File: config.mk
export PLATFORM = sky130hd
export DESIGN_NAME = rst_sequencer
export DESIGN_NICKNAME = d
export VERILOG_FILES = /design/src/rtl/rst_seq_pkg.sv /design/src/rtl/sync_2ff.sv /design/src/rtl/rst_sequencer.sv
export SDC_FILE = /design/constraint.sdc
export NUM_CORES = 1
export LEC_CHECK = 0
export CAP_MARGIN = 0
export CORE_MARGIN = 2
export CORE_UTILIZATION = 25
export CTS_CLUSTER_SIZE = 8
export DETAILED_ROUTE_END_ITERATION = 12
export REMOVE_ABC_BUFFERS = 1
export SETUP_SLACK_MARGIN = 0.3
export SLEW_MARGIN = 20
export SYNTH_ARGS = -nofsm -noshare
export SYNTH_HDL_FRONTEND = slang
export SYNTH_SLANG_ARGS = --single-unit
File: constraint.sdc
create_clock -name sys_clk100m -period 1.9 [get_ports sys_clk100m]
set_input_delay 0.38 -clock sys_clk100m [delete_from_list [all_inputs] [get_ports sys_clk100m]]
set_output_delay 0.38 -clock sys_clk100m [all_outputs]
set_load 0.01 [all_outputs]
File: src/rtl/rst_seq_pkg.sv
// Shared definitions for the reset sequencer: state encoding and counter sizing.
package rst_seq_pkg;

    typedef enum logic [2:0] {
        ST_RST     = 3'd0,
        ST_STABLE  = 3'd1,
        ST_RELEASE = 3'd2,
        ST_GAP     = 3'd3,
        ST_RUN     = 3'd4,
        ST_HOLD    = 3'd5
    } seq_state_e;

    // One spare bit above the largest terminal count so a saturated counter never aliases.
    function automatic int unsigned cnt_width(
        input int unsigned a,
        input int unsigned b,
        input int unsigned c,
        input int unsigned d
    );
        int unsigned m;
        m = a;
        if (b > m) m = b;
        if (c > m) m = c;
        if (d > m) m = d;
        return $clog2(m) + 1;
    endfunction

endpackage

File: src/rtl/sync_2ff.sv
// Two-flop synchronizer, parameterised width, asynchronous active-low reset to 0.
module sync_2ff #(
    parameter int unsigned WIDTH = 1
) (
    input  logic             clk,
    input  logic             rst_n,
    input  logic [WIDTH-1:0] d,
    output logic [WIDTH-1:0] q
);

    logic [WIDTH-1:0] meta;

    always_ff @(posedge clk or negedge rst_n) begin
        if (!rst_n) begin
            meta <= '0;
            q    <= '0;
        end else begin
            meta <= d;
            q    <= meta;
        end
    end

endmodule

File: src/rtl/rst_sequencer.sv
// Power-on / soft-reset sequencer: releases per-stage resets in order, each gated
// by the stage's init-done (or a timeout), with a soft-reset path that keeps lock.
module rst_sequencer
    import rst_seq_pkg::*;
#(
    parameter int unsigned N_STAGE      = 3,
    parameter int unsigned STABLE_CYC   = 1000,
    parameter int unsigned STAGE_GAP    = 16,
    parameter int unsigned DONE_TIMEOUT = 100000,
    parameter int unsigned SOFT_HOLD    = 32
) (
    input  logic               sys_clk100m,
    input  logic               sys_rstn,
    input  logic               soft_rst_req,
    input  logic [N_STAGE-1:0] stage_done,
    output logic [N_STAGE-1:0] stage_rstn,
    output logic               all_ready,
    output logic [N_STAGE-1:0] timeout_err,
    output logic [2:0]         seq_state
);

    localparam int unsigned CNT_W = cnt_width(STABLE_CYC, STAGE_GAP, DONE_TIMEOUT, SOFT_HOLD);
    localparam int unsigned K_W   = (N_STAGE > 1) ? $clog2(N_STAGE) : 1;

    // The cycle spent in RST after the synchronizer releases is the first clean
    // cycle, so STABLE itself only needs STABLE_CYC-1 more.
    localparam logic [CNT_W-1:0] STABLE_LAST = CNT_W'((STABLE_CYC > 2) ? STABLE_CYC - 2 : 0);
    localparam logic [CNT_W-1:0] GAP_LAST    = CNT_W'((STAGE_GAP > 1) ? STAGE_GAP - 1 : 0);
    localparam logic [CNT_W-1:0] TO_LAST     = CNT_W'((DONE_TIMEOUT > 1) ? DONE_TIMEOUT - 1 : 0);
    localparam logic [CNT_W-1:0] HOLD_LAST   = CNT_W'((SOFT_HOLD > 1) ? SOFT_HOLD - 1 : 0);
    localparam logic [CNT_W-1:0] FLUSH_CYC   = CNT_W'(2);
    localparam logic [K_W-1:0]   K_LAST      = K_W'(N_STAGE - 1);

    logic               rst_int_n;
    logic [N_STAGE-1:0] done_s;

    sync_2ff #(.WIDTH(1)) u_rst_sync (
        .clk   (sys_clk100m),
        .rst_n (sys_rstn),
        .d     (1'b1),
        .q     (rst_int_n)
    );

    sync_2ff #(.WIDTH(N_STAGE)) u_done_sync (
        .clk   (sys_clk100m),
        .rst_n (sys_rstn),
        .d     (stage_done),
        .q     (done_s)
    );

    seq_state_e         state_q, state_d;
    logic [K_W-1:0]     k_q, k_d;
    logic [CNT_W-1:0]   cnt_q, cnt_d;
    logic [N_STAGE-1:0] stage_rstn_q, stage_rstn_d;
    logic [N_STAGE-1:0] err_q, err_d;
    logic               all_ready_q, all_ready_d;
    logic               advance;

    always_comb begin
        state_d = state_q;
        k_d     = k_q;
        err_d   = err_q;
        advance = 1'b0;

        case (state_q)
            ST_RST: begin
                if (rst_int_n) state_d = ST_STABLE;
            end
            ST_STABLE: begin
                if (soft_rst_req) begin
                    state_d = ST_HOLD;
                end else if (cnt_q >= STABLE_LAST) begin
                    state_d = ST_RELEASE;
                    k_d     = '0;
                end
            end
            ST_RELEASE: begin
                // Done wins over a coincident timeout; a timeout still flags even if soft reset wins.
                if ((cnt_q >= FLUSH_CYC) && done_s[k_q]) begin
                    advance = 1'b1;
                end else if (cnt_q == TO_LAST) begin
                    advance    = 1'b1;
                    err_d[k_q] = 1'b1;
                end
                if (soft_rst_req) begin
                    state_d = ST_HOLD;
                end else if (advance) begin
                    state_d = (k_q == K_LAST) ? ST_RUN : ST_GAP;
                end
            end
            ST_GAP: begin
                if (soft_rst_req) begin
                    state_d = ST_HOLD;
                end else if (cnt_q >= GAP_LAST) begin
                    state_d = ST_RELEASE;
                    k_d     = k_q + 1'b1;
                end
            end
            ST_RUN: begin
                if (soft_rst_req) state_d = ST_HOLD;
            end
            ST_HOLD: begin
                if (cnt_q >= HOLD_LAST) begin
                    state_d = ST_RELEASE;
                    k_d     = '0;
                end
            end
            default: state_d = ST_RST;
        endcase

        if (state_d != state_q) begin
            cnt_d = '0;
        end else if (cnt_q != '1) begin
            cnt_d = cnt_q + 1'b1;
        end else begin
            cnt_d = cnt_q;
        end

        // Registered outputs are derived from the next state so they change on the entry edge.
        stage_rstn_d = '0;
        for (int unsigned i = 0; i < N_STAGE; i++) begin
            stage_rstn_d[i] = (state_d == ST_RUN) ||
                              (((state_d == ST_RELEASE) || (state_d == ST_GAP)) && (K_W'(i) <= k_d));
        end
        all_ready_d = (state_d == ST_RUN);
    end

    always_ff @(posedge sys_clk100m or negedge sys_rstn) begin
        if (!sys_rstn) begin
            state_q      <= ST_RST;
            k_q          <= '0;
            cnt_q        <= '0;
            stage_rstn_q <= '0;
            err_q        <= '0;
            all_ready_q  <= 1'b0;
        end else begin
            state_q      <= state_d;
            k_q          <= k_d;
            cnt_q        <= cnt_d;
            stage_rstn_q <= stage_rstn_d;
            err_q        <= err_d;
            all_ready_q  <= all_ready_d;
        end
    end

    assign stage_rstn  = stage_rstn_q;
    assign all_ready   = all_ready_q;
    assign timeout_err = err_q;
    assign seq_state   = state_q;

endmodule

==> results of run 1 <==
[critical path, stage by stage, from the launching register on]
cell	delay, ps
dfrtp_1	430
nor4_4	330
nand4_1	150
buf_6	170
o21ai_4	160
a41oi_2	140
o211a_4	320
buf_12	150
a311oi_2	200
[routing by layer]
metal / vias to the layer above / GRT usage (%)
li1: 903 / -
met1: 906 / 16.9
met2: 35 / 20.6
met3: 4 / 2.58
met4: 0 / 4.17
met5: - / 0
[through the flow]
step / util [%] / cell area, µm²
floorplan: - / 1970
global placement: 34.4 / 2660
detailed placement: 34.4 / 2660
CTS: 37.3 / 2880
global route: 40.5 / 3130
finish: 40.5 / 3130
[sequential cells by signal, indices dropped and copies added, names as in the netlist]
name and count:
u_done_sync.meta 3, stage_rstn 3, all_ready 1, u_rst_sync.meta 1, seq_state 3, timeout_err 3
u_rst_sync.q 1, u_done_sync.q 3, k_q 2, cnt_q 18
[cells by family after synthesis]
group                    share of synthesized area [%]
AO/OA/AOI/OAI                                     15.3
multiplexers                                     0.501
adder cells (fa/ha/maj)                           3.13
AND/OR/NAND/NOR                                   24.0
buffers and inverters                             3.63
flip-flops                                        47.6
other                                            0.188
XOR/XNOR                                          5.69
[layout make-up]
class	instances	share of cell area (%)
Multi-Input combinational cell	151	37.7
Sequential cell	38	30.5
Timing Repair Buffer	83	23.4
Tap cell	102	4.08
Clock buffer	6	2.64
Inverter	11	1.32
Clock inverter	2	0.400
[cell usage after synthesis, drive strengths merged (3+ instances only)]
master  number  share of area, %
ha           5               3.1
nand2       16               3.0
a21o         5               1.9
xnor2        7               3.1
nand4        8               3.6
o21ai        8               2.2
xor2         6               2.6
a21oi        3              0.75
nor2        33               6.2
buf          3               1.2
inv         11               2.1
and4         3               1.3
a211oi       4               1.5
nand3        6               1.5
dfrtp       38                48
nor3        12               3.5
a31oi        3              0.94
[worst max-delay path by stage]
stage	startpoint	end	slack, ps	cells after the start
after floorplan	cnt_q[14]$_DFFE_PN0P_	cnt_q[12]$_DFFE_PN0P_	-180	6
after global placement	soft_rst_req	stage_rstn[2]$_DFF_PN0_	-270	7
after detailed placement	soft_rst_req	cnt_q[16]$_DFFE_PN0P_	-360	8
after CTS	cnt_q[14]$_DFFE_PN0P_	stage_rstn[2]$_DFF_PN0_	-200	6
after global routing	cnt_q[12]$_DFFE_PN0P_	cnt_q[1]$_DFFE_PN0P_	-310	8
final	cnt_q[12]$_DFFE_PN0P_	cnt_q[17]$_DFFE_PN0P_	-250	8
[placed cells by master, fill, tap and decap left out, types with 3 or more instances in the layout]
cell | Yosys | layout
dlymetal6s2s_1 | 0 | 4
nor2_1 | 33 | 30
buf_6 | 1 | 6
clkbuf_8 | 0 | 6
o21ai_0 | 4 | 3
a21o_1 | 5 | 5
a21oi_1 | 3 | 3
ha_1 | 5 | 4
nor3_2 | 2 | 5
xnor2_1 | 7 | 7
buf_4 | 1 | 59
nor3_1 | 10 | 6
dfrtp_1 | 38 | 37
nand2_1 | 16 | 15
a211oi_2 | 0 | 3
a31oi_1 | 3 | 3
clkdlybuf4s50_1 | 0 | 8
inv_1 | 11 | 11
xor2_1 | 6 | 5
nand3_1 | 6 | 6
nand4_1 | 6 | 6
[repair_timing]
item / CTS / global route
resized for setup: 22 / 32
setup buffers: 4 / 8
gates cloned: 0 / 2
endpoints found under the setup margin: 33 / 34
pin swaps: 8 / 15
[power breakdown]
group,internal (µW),switching (µW),total [µW],leakage (µW)
clock,292,307,599,0.0000472
sequential,923,78.1,1000,0.000497
combinational,979,897,1880,0.000889
total,2190,1280,3480,0.00143
==> key figures, run 1 <==
Clock network
  – Root Buffer: clkbuf_8
  – Reg clk slew, reported paths: 80 ps
  – CTS buffer count: 5
  – CTS max path bufs: 2
  – Clock Latency Late Sink: about 290 ps
  – CTS HTree Levels: 2
  – CTS Sinks: 38
  – CTS tree: yes
  – # hold bufs at CTS: 0

Final layout
  – Final-layout fill cell count: 723
  – Ant. Diodes: 0
  – Multi-input logic area: 1180 µm²
  – Share of layout cells above drive strength 1: 38.8%
  – Area grow syn2layout: 56.4%
  – Final nets: ~300
  – Fin cells: 393
  – Seq. cell area: 952 µm²

Synth
  – Mapped Avg Cell Area: 9.75 µm²
  – Ys async rst share: between 90% and 100%
  – Number of synthesized flops with an enable pin: 0
  – Synth warn: 0
  – Sequential fraction of the synthesis area: 47.6%
  – Post-synth top flop: dfrtp_1
  – Synthesis-stage register bit count: 38
  – Synth Cell Area: around 2000 µm²
  – Mapped Cells: 205
  – Synth cell types: 52

Detailed routing
  – Top Metal Used: met4
  – Met3 WL: around 210 µm
  – DR WL met2: 2770 µm
  – Antenna Nets Post-Route: 0
  – Met1 Wirelength: about 2600 µm
  – First-pass DRT Iterations: 4
  – DRC viols: 0
  – Initial DRC count: 229
  – Final wirelength: 5650 µm
  – Vias per Instance: 4.70
  – Vias: 1848
  – Avg WL per Cell: around 14 µm

Worst setup path
  – Critical Path End Type: flip-flop
  – Critical path fanouts, max: 5
  – R2r endpoint: cnt_q[17]$_DFFE_PN0P_
  – Worst reg2reg setup slack: -250 ps
  – Crit Reg-Reg Startpoint: cnt_q[12]$_DFFE_PN0P_
  – WP data arrival: 2340 ps
  – Startpoint types: flip-flop
  – Critical setup path kind: reg2reg
  – Req. time, crit path: ~2100 ps
  – Worst Reg-to-Reg Cells: 8

Floorplanning
  – CORE AREA: 7730 µm²
  – Total die area: 8730 µm²
  – Die W: 93.4 µm
  – # rows: 32
  – Starting density of the core: 25.9%
  – Die Height: 93.4 µm
  – Ports: 16

STA
  – Final Max Tran Viols: 0
  – Final Hold Vio Count: 0
  – Unrepaired setup endpoints after global routing: yes
  – Slew headroom: about 66%
  – Minimum clock period after layout: 2150 ps
  – Setup TNS: -4700 ps
  – Final period util: 113%
  – Endpoints failing setup: 29
  – Least-Margin Pin Slew: a little over 500 ps
  – Final Skew: 8.50 ps
  – Min Hold Slack: approximately 130 ps
  – Fin worst setup slack: -246 ps
  – Fmax: 466 MHz

Power and ir drop
  – Leakage: 0.00143 µW
  – Peak supply drop: 0.477 mV
  – PD cells: around 1100 nW/µm²
  – Pwr Total: 3480 µW

Run status
  – Failing checks: setup timing
  – Status: finished with violations

Global route
  – GRT Overall Usage: 12.7%
  – Largest net degree at the start of global routing: 39
  – Initial antenna violation count: 0
  – Gr ovfl total: 0
  – First-pass GRT wire length: 8850 µm
  – Vias in the first global route: 1873

Placed design
  – GP Congestion: ~0.87
  – Dpl ws: -359 ps
  – Placed wire-length estimate after detailed placement: 3500 µm
  – IO buf count: 15
  – Placed Cells: 371

Run
  – Total of max-cap violations: 0

Min path
  – Hold crit path type: in2async
No activity file was read; power rests on OpenSTA's default activity.
==> run 2, diff against run 1 <==
--- a/config.mk
+++ b/config.mk
@@ -8,7 +8,7 @@
 export CAP_MARGIN = 0
 export CORE_MARGIN = 2
 export CORE_UTILIZATION = 25
-export CTS_CLUSTER_SIZE = 8
+export CTS_CLUSTER_SIZE = 10
 export DETAILED_ROUTE_END_ITERATION = 12
 export REMOVE_ABC_BUFFERS = 1
 export SETUP_SLACK_MARGIN = 0.3
==> results of run 2 <==
Same layout as run 1: the final DEF is identical, and so are final timing and power.
==> run 3, diff against run 2 <==
--- a/config.mk
+++ b/config.mk
@@ -8,9 +8,10 @@
 export CAP_MARGIN = 0
 export CORE_MARGIN = 2
 export CORE_UTILIZATION = 25
+export CTS_BUF_LIST = sky130_fd_sc_hd__clkbuf_2
+export CTS_CLUSTER_DIAMETER = 100
 export CTS_CLUSTER_SIZE = 10
 export DETAILED_ROUTE_END_ITERATION = 12
-export REMOVE_ABC_BUFFERS = 1
 export SETUP_SLACK_MARGIN = 0.3
 export SLEW_MARGIN = 20
 export SYNTH_ARGS = -nofsm -noshare
==> key figures, run 3 (synthesized netlist as in run 1, its figures left out) <==
Global route
  – Gr busiest metal: met2
  – GRT met2 Usage: 20.7% (+0.060 points)
  – Met3 Use GR: 2.74% (+0.16 points)
  – GRT Overall Usage: 12.6% (-0.13 points)
  – Vias in the first global route: 1847 (-1.4%)
  – First-pass GRT wire length: 8740 µm (-1.3%)
  – Initial antenna violation count: 0 (unchanged)
  – Largest net degree at the start of global routing: 27 (-31%)
  – GR Util met1: 16.0% (-0.94 points)
  – Gr ovfl total: 0 (unchanged)

Clock network
  – CTS HTree Levels: 2 (unchanged)
  – CTS tree: yes
  – Root Buffer: clkbuf_2
  – CTS max path bufs: 2 (unchanged)
  – CTS buffer count: 5 (unchanged)
  – Clock Latency Late Sink: 390 ps (+100 ps)
  – Reg clk slew, reported paths: 210 ps (+130 ps)
  – CTS Sinks: 38 (unchanged)

Worst setup path
  – Worst Reg-to-Reg Cells: 6 (-2)
  – Critical path fanouts, max: 5 (unchanged)
  – R2r endpoint: stage_rstn[1]$_DFF_PN0_
  – Worst path slowest cell: or4_4
  – CP Cell Sequence: or4_4 -> nor3_4 -> nand4_4 -> a21o_1 -> a2111o_1 -> o21ai_1
  – Worst reg2reg setup slack: -210 ps (+40 ps)
  – Critical Path End Type: flip-flop
  – Crit Reg-Reg Startpoint: cnt_q[14]$_DFFE_PN0P_
  – Critical setup path kind: reg2reg
  – Req. time, crit path: 2240 ps (+150 ps)
  – Startpoint types: flip-flop
  – WP data arrival: 2450 ps (+110 ps)
  – CP startpoint: cnt_q[14]$_DFFE_PN0P_
  – Delay of the slowest critical-path stage: 530 ps (+100 ps)
  – Setup crit end: stage_rstn[1]$_DFF_PN0_

Floorplanning
  – Ports: 16 (unchanged)
  – Die Height: 93.4 µm (unchanged)
  – # rows: 32 (unchanged)
  – CORE AREA: 7730 µm² (unchanged)
  – Total die area: 8730 µm² (unchanged)
  – Starting density of the core: 25.9% (unchanged)
  – Die W: 93.4 µm (unchanged)

Run status
  – Failing checks: setup timing
  – Status: finished with violations

Power and ir drop
  – PD cells: 1070 nW/µm² (-4.0%)
  – Peak supply drop: 0.350 mV (-27%)
  – Leakage: 0.00131 µW (-8.3%)

Detailed routing
  – Initial DRC count: 89 (-61%)
  – DRC viols: 0 (unchanged)
  – Avg WL per Cell: 13.1 µm (-9.1%)
  – First-pass DRT Iterations: 4 (unchanged)
  – Final wirelength: 5060 µm (-11%)
  – Vias: 1788 (-3.2%)
  – Antenna Nets Post-Route: 0 (unchanged)
  – Vias per Instance: 4.62 (-1.7%)

Min path
  – Hold crit path type: reg2reg

Placed design
  – Dpl ws: -278 ps (+81.1 ps)
  – Placed wire-length estimate after detailed placement: 3420 µm (-2.2%)
  – Placed Cells: 364 (-1.9%)
  – GP Congestion: 0.894 (+2.3%)
  – IO buf count: 15 (unchanged)

STA
  – Final Hold Vio Count: 0 (unchanged)
  – Unrepaired setup endpoints after global routing: yes
  – Final Skew: 22.4 ps (+13.9 ps)
  – Least-Margin Pin Slew: 591 ps (+86.7 ps)
  – Slew headroom: 60.6% (-5.8 points)
  – Minimum clock period after layout: 2110 ps (-35.9 ps)
  – Endpoints failing setup: 28 (-3.4%)
  – Fmax: 474 MHz (+1.7%)
  – Final period util: 111% (-1.9 points)
  – Fin worst setup slack: -210 ps (+35.9 ps)
  – Final Max Tran Viols: 0 (unchanged)

Final layout
  – Seq. cell area: 955 µm² (+0.26%)
  – Final-layout fill cell count: 752 (+4.0%)
  – Share of layout cells above drive strength 1: 37.5% (-1.3 points)
  – Most common cell after layout, fill and taps aside: buf_4
  – Area grow syn2layout: 48.6%
  – Max reg flops: 18 (unchanged)
  – Final nets: 295 (-2.0%)
  – Ant. Diodes: 0 (unchanged)
  – Multi-input logic area: 1150 µm² (-2.6%)
  – Utilization after layout: 38.4% (-2.0 points)
  – Fin cells: 387 (-1.5%)
  – Largest reg by FF count: cnt_q
  – Most frequent cells in the layout: buf_4, dfrtp_1, nor2_1

Synth
  – Mapped Nets: 216

Run
  – Total of max-cap violations: 0 (unchanged)
[run 3: what timing repair did]
action                                 in CTS  in global routing
hold buffers                                1                  0
pin swaps                                   8                  5
setup endpoints to repair                  40                 32
resized for setup                          35                 13
buffers inserted                           10                  3
endpoints found under the hold margin      25                  0
gates cloned                                1                  0
[run 3: how the worst min path moves through the flow]
stage,cells past startpoint,endpoint,from,slack (ps)
after floorplan,0,all_ready$_DFF_PN0_,sys_rstn,80
after global placement,0,u_rst_sync.q$_DFF_PN0_,u_rst_sync.meta$_DFF_PN0_,330
after detailed placement,0,u_done_sync.q[0]$_DFF_PN0_,u_done_sync.meta[0]$_DFF_PN0_,330
after CTS,0,u_done_sync.q[0]$_DFF_PN0_,u_done_sync.meta[0]$_DFF_PN0_,380
after global routing,1,u_done_sync.meta[0]$_DFF_PN0_,stage_done[0],360
final,0,u_done_sync.q[0]$_DFF_PN0_,u_done_sync.meta[0]$_DFF_PN0_,370
[run 3: per-stage QoR]
step / hold slack [ps] / instance area [µm²] / power (µW) / TNS, ps
after global placement: 334 / 2660 / 2280 / -6130
after global routing: 359 / 2970 / 3380 / -6770
final: 372 / 2970 / 3170 / -3690
after CTS: 377 / 2910 / 3130 / -4180
after floorplan: 84.4 / 2050 / 1780 / -320
after detailed placement: 335 / 2660 / 2300 / -6270
[run 3: cell type report]
class,instances,area share [%]
inverters,11,1.39
clock buffers,5,0.842
multi-input cells,151,38.6
clock inverters,3,0.548
repair buffers,77,22.2
well taps,102,4.30
flip-flops and latches,38,32.1
[run 3: per-layer routing]
metal | part of all wire, % | vias to the layer above
met4 | 2.0 | 0
met3 | 4.0 | 8
li1 | - | 895
met2 | 49 | 33
met5 | 0 | -
met1 | 45 | 852
[run 3: critical path, delay by kind of cell (launching register included)]
family / cells / cell delay, ps
compound gates: 3 / 750
flops: 1 / 470
simple gates: 3 / 840
[run 3: power breakdown]
part	leakage (µW)	switching, µW	internal, µW
Sequential	0.000493	92.1	921
Combinational	0.000794	849	953
Clock	0.0000264	270	83.9
